===== config.mk =====
export PLATFORM = sky130hd
export DESIGN_NAME = song_reader
export DESIGN_NICKNAME = d
export VERILOG_FILES = /design/src/rtl/song_reader.sv
export SDC_FILE = /design/constraint.sdc
export NUM_CORES = 1
export LEC_CHECK = 0
export CAP_MARGIN = 40
export CORE_MARGIN = 3
export CORE_UTILIZATION = 37
export DETAILED_ROUTE_END_ITERATION = 7
export PLACE_DENSITY = 0.74
export SYNTH_ARGS = -nofsm -noshare
export SYNTH_HDL_FRONTEND = slang
export SYNTH_SLANG_ARGS = --single-unit

===== constraint.sdc =====
create_clock -name clk -period 1.8 [get_ports clk]
set_clock_uncertainty 0.05 [all_clocks]
set_input_delay 0.45 -clock clk [delete_from_list [all_inputs] [get_ports clk]]
set_output_delay 0.45 -clock clk [all_outputs]
set_load 0.005 [all_outputs]

===== src/rtl/song_reader.sv =====
// song_reader
//   Walks the note list of the selected song in an external registered song
//   ROM and hands one note at a time to the note player.
//   Ports:
//     clk          system clock
//     reset        sync active-high global reset
//     reset_player sync active-high restart from the mcu (same effect as reset)
//     play         1 = run, 0 = pause (only stalls between notes)
//     song         selected song, latched on reset/reset_player only
//     rom_addr     {song_q, idx} to the song ROM
//     rom_data     {note, duration}, valid one cycle after rom_addr
//     note_done    pulse from the note player: current note finished
//     note         current note code (0 = rest), registered
//     duration     current duration, registered
//     new_note     one-cycle pulse: note/duration are new and valid
//     song_done    one-cycle pulse to the mcu: song finished
module song_reader #(
  parameter int NOTE_W = 6,
  parameter int DUR_W  = 6,
  parameter int IDX_W  = 5
) (
  input  logic                      clk,
  input  logic                      reset,
  input  logic                      reset_player,
  input  logic                      play,
  input  logic [1:0]                song,
  output logic [IDX_W+1:0]          rom_addr,
  input  logic [NOTE_W+DUR_W-1:0]   rom_data,
  input  logic                      note_done,
  output logic [NOTE_W-1:0]         note,
  output logic [DUR_W-1:0]          duration,
  output logic                      new_note,
  output logic                      song_done
);

  typedef enum logic [2:0] {
    S_FETCH,
    S_WAIT_ROM,
    S_EMIT,
    S_PLAYING,
    S_DONE
  } state_t;

  state_t              r_state;
  logic [1:0]          r_song_q;
  logic [IDX_W-1:0]    r_idx;
  logic [NOTE_W-1:0]   r_note;
  logic [DUR_W-1:0]    r_duration;
  logic                r_new_note;
  logic                r_song_done;

  logic [NOTE_W-1:0]   w_rom_note;
  logic [DUR_W-1:0]    w_rom_dur;

  assign w_rom_note = rom_data[NOTE_W+DUR_W-1:DUR_W];
  assign w_rom_dur  = rom_data[DUR_W-1:0];

  always_ff @(posedge clk) begin
    if (reset || reset_player) begin
      r_state     <= S_FETCH;
      r_idx       <= '0;
      r_note      <= '0;
      r_duration  <= '0;
      r_new_note  <= 1'b0;
      r_song_done <= 1'b0;
      r_song_q    <= song;
    end else begin
      // Pulses are asserted on the transition into EMIT/DONE and cleared on
      // every other edge, so each lasts exactly one cycle.
      r_new_note  <= 1'b0;
      r_song_done <= 1'b0;
      case (r_state)
        S_FETCH: begin
          if (play) r_state <= S_WAIT_ROM;
        end
        S_WAIT_ROM: begin
          if (w_rom_dur == '0) begin
            r_state     <= S_DONE;
            r_song_done <= 1'b1;
            r_note      <= '0;
            r_duration  <= '0;
          end else begin
            r_state    <= S_EMIT;
            r_new_note <= 1'b1;
            r_note     <= w_rom_note;
            r_duration <= w_rom_dur;
          end
        end
        S_EMIT: begin
          r_state <= S_PLAYING;
        end
        S_PLAYING: begin
          if (note_done) begin
            // The last slot ends the song; idx never wraps.
            if (r_idx == '1) begin
              r_state     <= S_DONE;
              r_song_done <= 1'b1;
              r_note      <= '0;
              r_duration  <= '0;
            end else begin
              r_idx   <= r_idx + 1'b1;
              r_state <= S_FETCH;
            end
          end
        end
        S_DONE: begin
          r_state <= S_DONE;
        end
        default: r_state <= S_FETCH;
      endcase
    end
  end

  assign rom_addr  = {r_song_q, r_idx};
  assign note      = r_note;
  assign duration  = r_duration;
  assign new_note  = r_new_note;
  assign song_done = r_song_done;

endmodule


==> impl_metrics.ini <==
[status]
run_status = completed

[logic_synthesis]
syn-cell-area_sq_um = 932.1
avgSynthCellArea_sq_um = 10.97
netlist_instances = 85
yosysUniqueCellTypes = 31
ys_seq_area_share_pct = 53.69
synth_seq_cells = 24
ys_warn_count = 0
syn-num-nets = 106

[worst_setup_path]
r2r-start = r_idx[0]$_SDFFE_PP0P_
cp-startpoint = reset_player
critPathMaxFanout = 8
crit_path_start_kind = input pin
cp-end-kind = flop
cp.arrival_ns = 1.96
path_class = input pin to flop
required_ns = 2.02

[min_path]
min_from = duration[2]$_SDFFE_PP0P_
min-delay-path-class = flop to flop

[global_routing]
grt_pass1_wl_mm = 3.808
grt_pass1_vias = 807
grt_max_degree = 15
overflow = 0
grt_antenna_before_repair = 0
grt_util_all_layers_pct = 15.08

[die]
fp.dieW_microns = 56.19
die_h_microns = 56.19
die_area_sq_mm = 0.003157
core_area_sq_mm = 0.002297
io_pins = 40
rows = 17
initial_core_util_pct = 40.58

[finish]
nets = 158
layout_common_cells = clkdlybuf4s50_1 (37), dfxtp_1 (18), a22o_1 (12)
layout-drive-gt1-share_pct = 19.12
mostFrequentLayoutCell = clkdlybuf4s50_1
utilization_pct = 66.88
multi_input_area_sq_um = 430.4
diodes = 0
seqCellArea_sq_um = 505.5
syn_to_final_growth_pct = 64.83
final.fill_count = 179

[clock_tree]
numClockSinks = 24
htree_levels = 1
clk_pin_slew_worst_paths_ns = 0.13
clk-insertion-delay-late_ns = 0.31
numCtsBuffers = 3
cts_root_buffer = clkbuf_4
cts_tree = yes
cts_buffer_depth = 2

[routing]
postRouteAntennaNets = 0
wl_per_cell_microns = 14.80
first_iter_violations = 23
routed_wl_mm = 2.428
drc_errors = 0
vias = 888
vias_per_cell = 5.415
drt-pass1-iter-count = 4

[timing]
rsz0062_at_grt = no
finalHoldViolCount = 0
post-route-period-util_pct = 96.96
slew_headroom_pct = 74.52
fmax_ghz = 0.5730
setup_viol = 0
tightest_slew_ns = 0.3809
post-route-min-period_ns = 1.745
maxSlewViolCount = 0

[power]
total_power_w = 0.001040
p_per_area_mw_per_mm2 = 676.7
p_leak_nw = 0.6042
ir_drop_mv = 0.6646

[place]
io_buffers = 39
routabilityCongestion = 0.7804
dp_hpwl_mm = 1.699

[job]
cap_violations = 0
## path summary, 6_finish.rpt
| check | cells after the start | to | slack, ns |
|---|---|---|---|
| max reg2reg | 5 | r_idx[3]$_SDFFE_PP0P_ | 0.06 |
| max | 4 | note[2]$_SDFFE_PP0P_ | 0.05 |
| min | 1 | duration[2]$_SDFFE_PP0P_ | 0.45 |
| min reg2reg | 1 | duration[2]$_SDFFE_PP0P_ | 0.45 |
## kinds of logic (layout without fill, tap and decap cells)
kind of cell / Yosys count / in the layout / share of synthesized area (%)
compound gates: 29 / 29 / 24.16
fa+ha+maj: 2 / 2 / 2.684
buf+inv: 7 / 58 / 3.088
simple gates: 23 / 23 / 16.38
flops: 24 / 24 / 53.69
## synthesized netlist by cell type, drive strengths merged
cell type	n	share of area [%]
a22o	12	11
nor4	2	2.0
a31oi	1	0.67
or4b	1	1.5
nand4b	1	0.94
o22ai	1	0.67
a31o	1	0.94
nand3b	2	1.6
a21oi	6	3.2
and2	2	1.3
ha	2	2.7
or4	2	1.6
nor2	5	2.3
and3	1	0.67
a211oi	1	2.1
clkbuf	2	0.81
or2	1	0.67
and4b	1	1.1
edfxtp	2	6.4
nand3	3	1.6
o31ai	2	1.6
inv	3	1.2
a211o	1	0.94
a21bo	1	1.1
or3	1	0.67
buf	2	1.1
nand2	1	0.40
o21ai	3	1.6
dfxtp	22	47
## critical path, stage by stage
cell and delay, ns:
clkdlybuf4s50_1 0.41, or4b_4 0.56, a211oi_4 0.35, a22o_1 0.19
## state kept, by name (all words and copies together), names as in the netlist
signal / flops
r_song_q: 2
duration: 6
r_state: 3
song_done: 1
r_idx: 5
new_note: 1
note: 6
## metrics by stage
stage / setup WS, ns / TNS [ns] / hold WS, ns / cell area, sq um / instances
floorplan: 0.0007129 / 0 / 0.4245 / 932.1 / 85
global placement: -0.2392 / -3.186 / 0.4115 / 1413 / 156
detailed placement: -0.2662 / -3.556 / 0.4163 / 1413 / 156
CTS: 0.01300 / 0 / 0.4497 / 1483 / 161
global route: 0.002483 / 0 / 0.4696 / 1536 / 164
finish: 0.05465 / 0 / 0.4473 / 1536 / 164
## power by group
part / switching (W) / total, W / internal, W / leakage, nW
logic: 0.0000363 / 0.000105 / 0.0000686 / 0.376
registers: 0.00000574 / 0.000554 / 0.000549 / 0.200
clock network: 0.000155 / 0.000381 / 0.000225 / 0.0279
total: 0.000198 / 0.00104 / 0.000842 / 0.604
## metal layers
metal / GRT usage, % / share of wire, % / vias up
li1: - / - / 426
met1: 19.54 / 42 / 442
met2: 24.54 / 54 / 18
met3: 4.176 / 3.3 / 2
met4: 4.068 / 0.86 / 0
met5: 0 / 0 / -
## layout make-up
type / count / area share, %
clock buffer: 3 / 1.466
clock inverter: 1 / 1.954
multi-input combinational: 54 / 28.01
sequential: 24 / 32.90
tap: 28 / 2.280
inverter: 3 / 0.7329
timing repair buffer: 51 / 32.65
## repair_timing
item,4_1_cts,5_1_grt
hold buffers,0,0
endpoints found under the setup margin,14,16
gates cloned,1,0
hold endpoints to repair,0,0
gates resized for setup,5,8
buffers inserted,0,3
pin swaps,1,1
(Power assumes the default switching activity.)
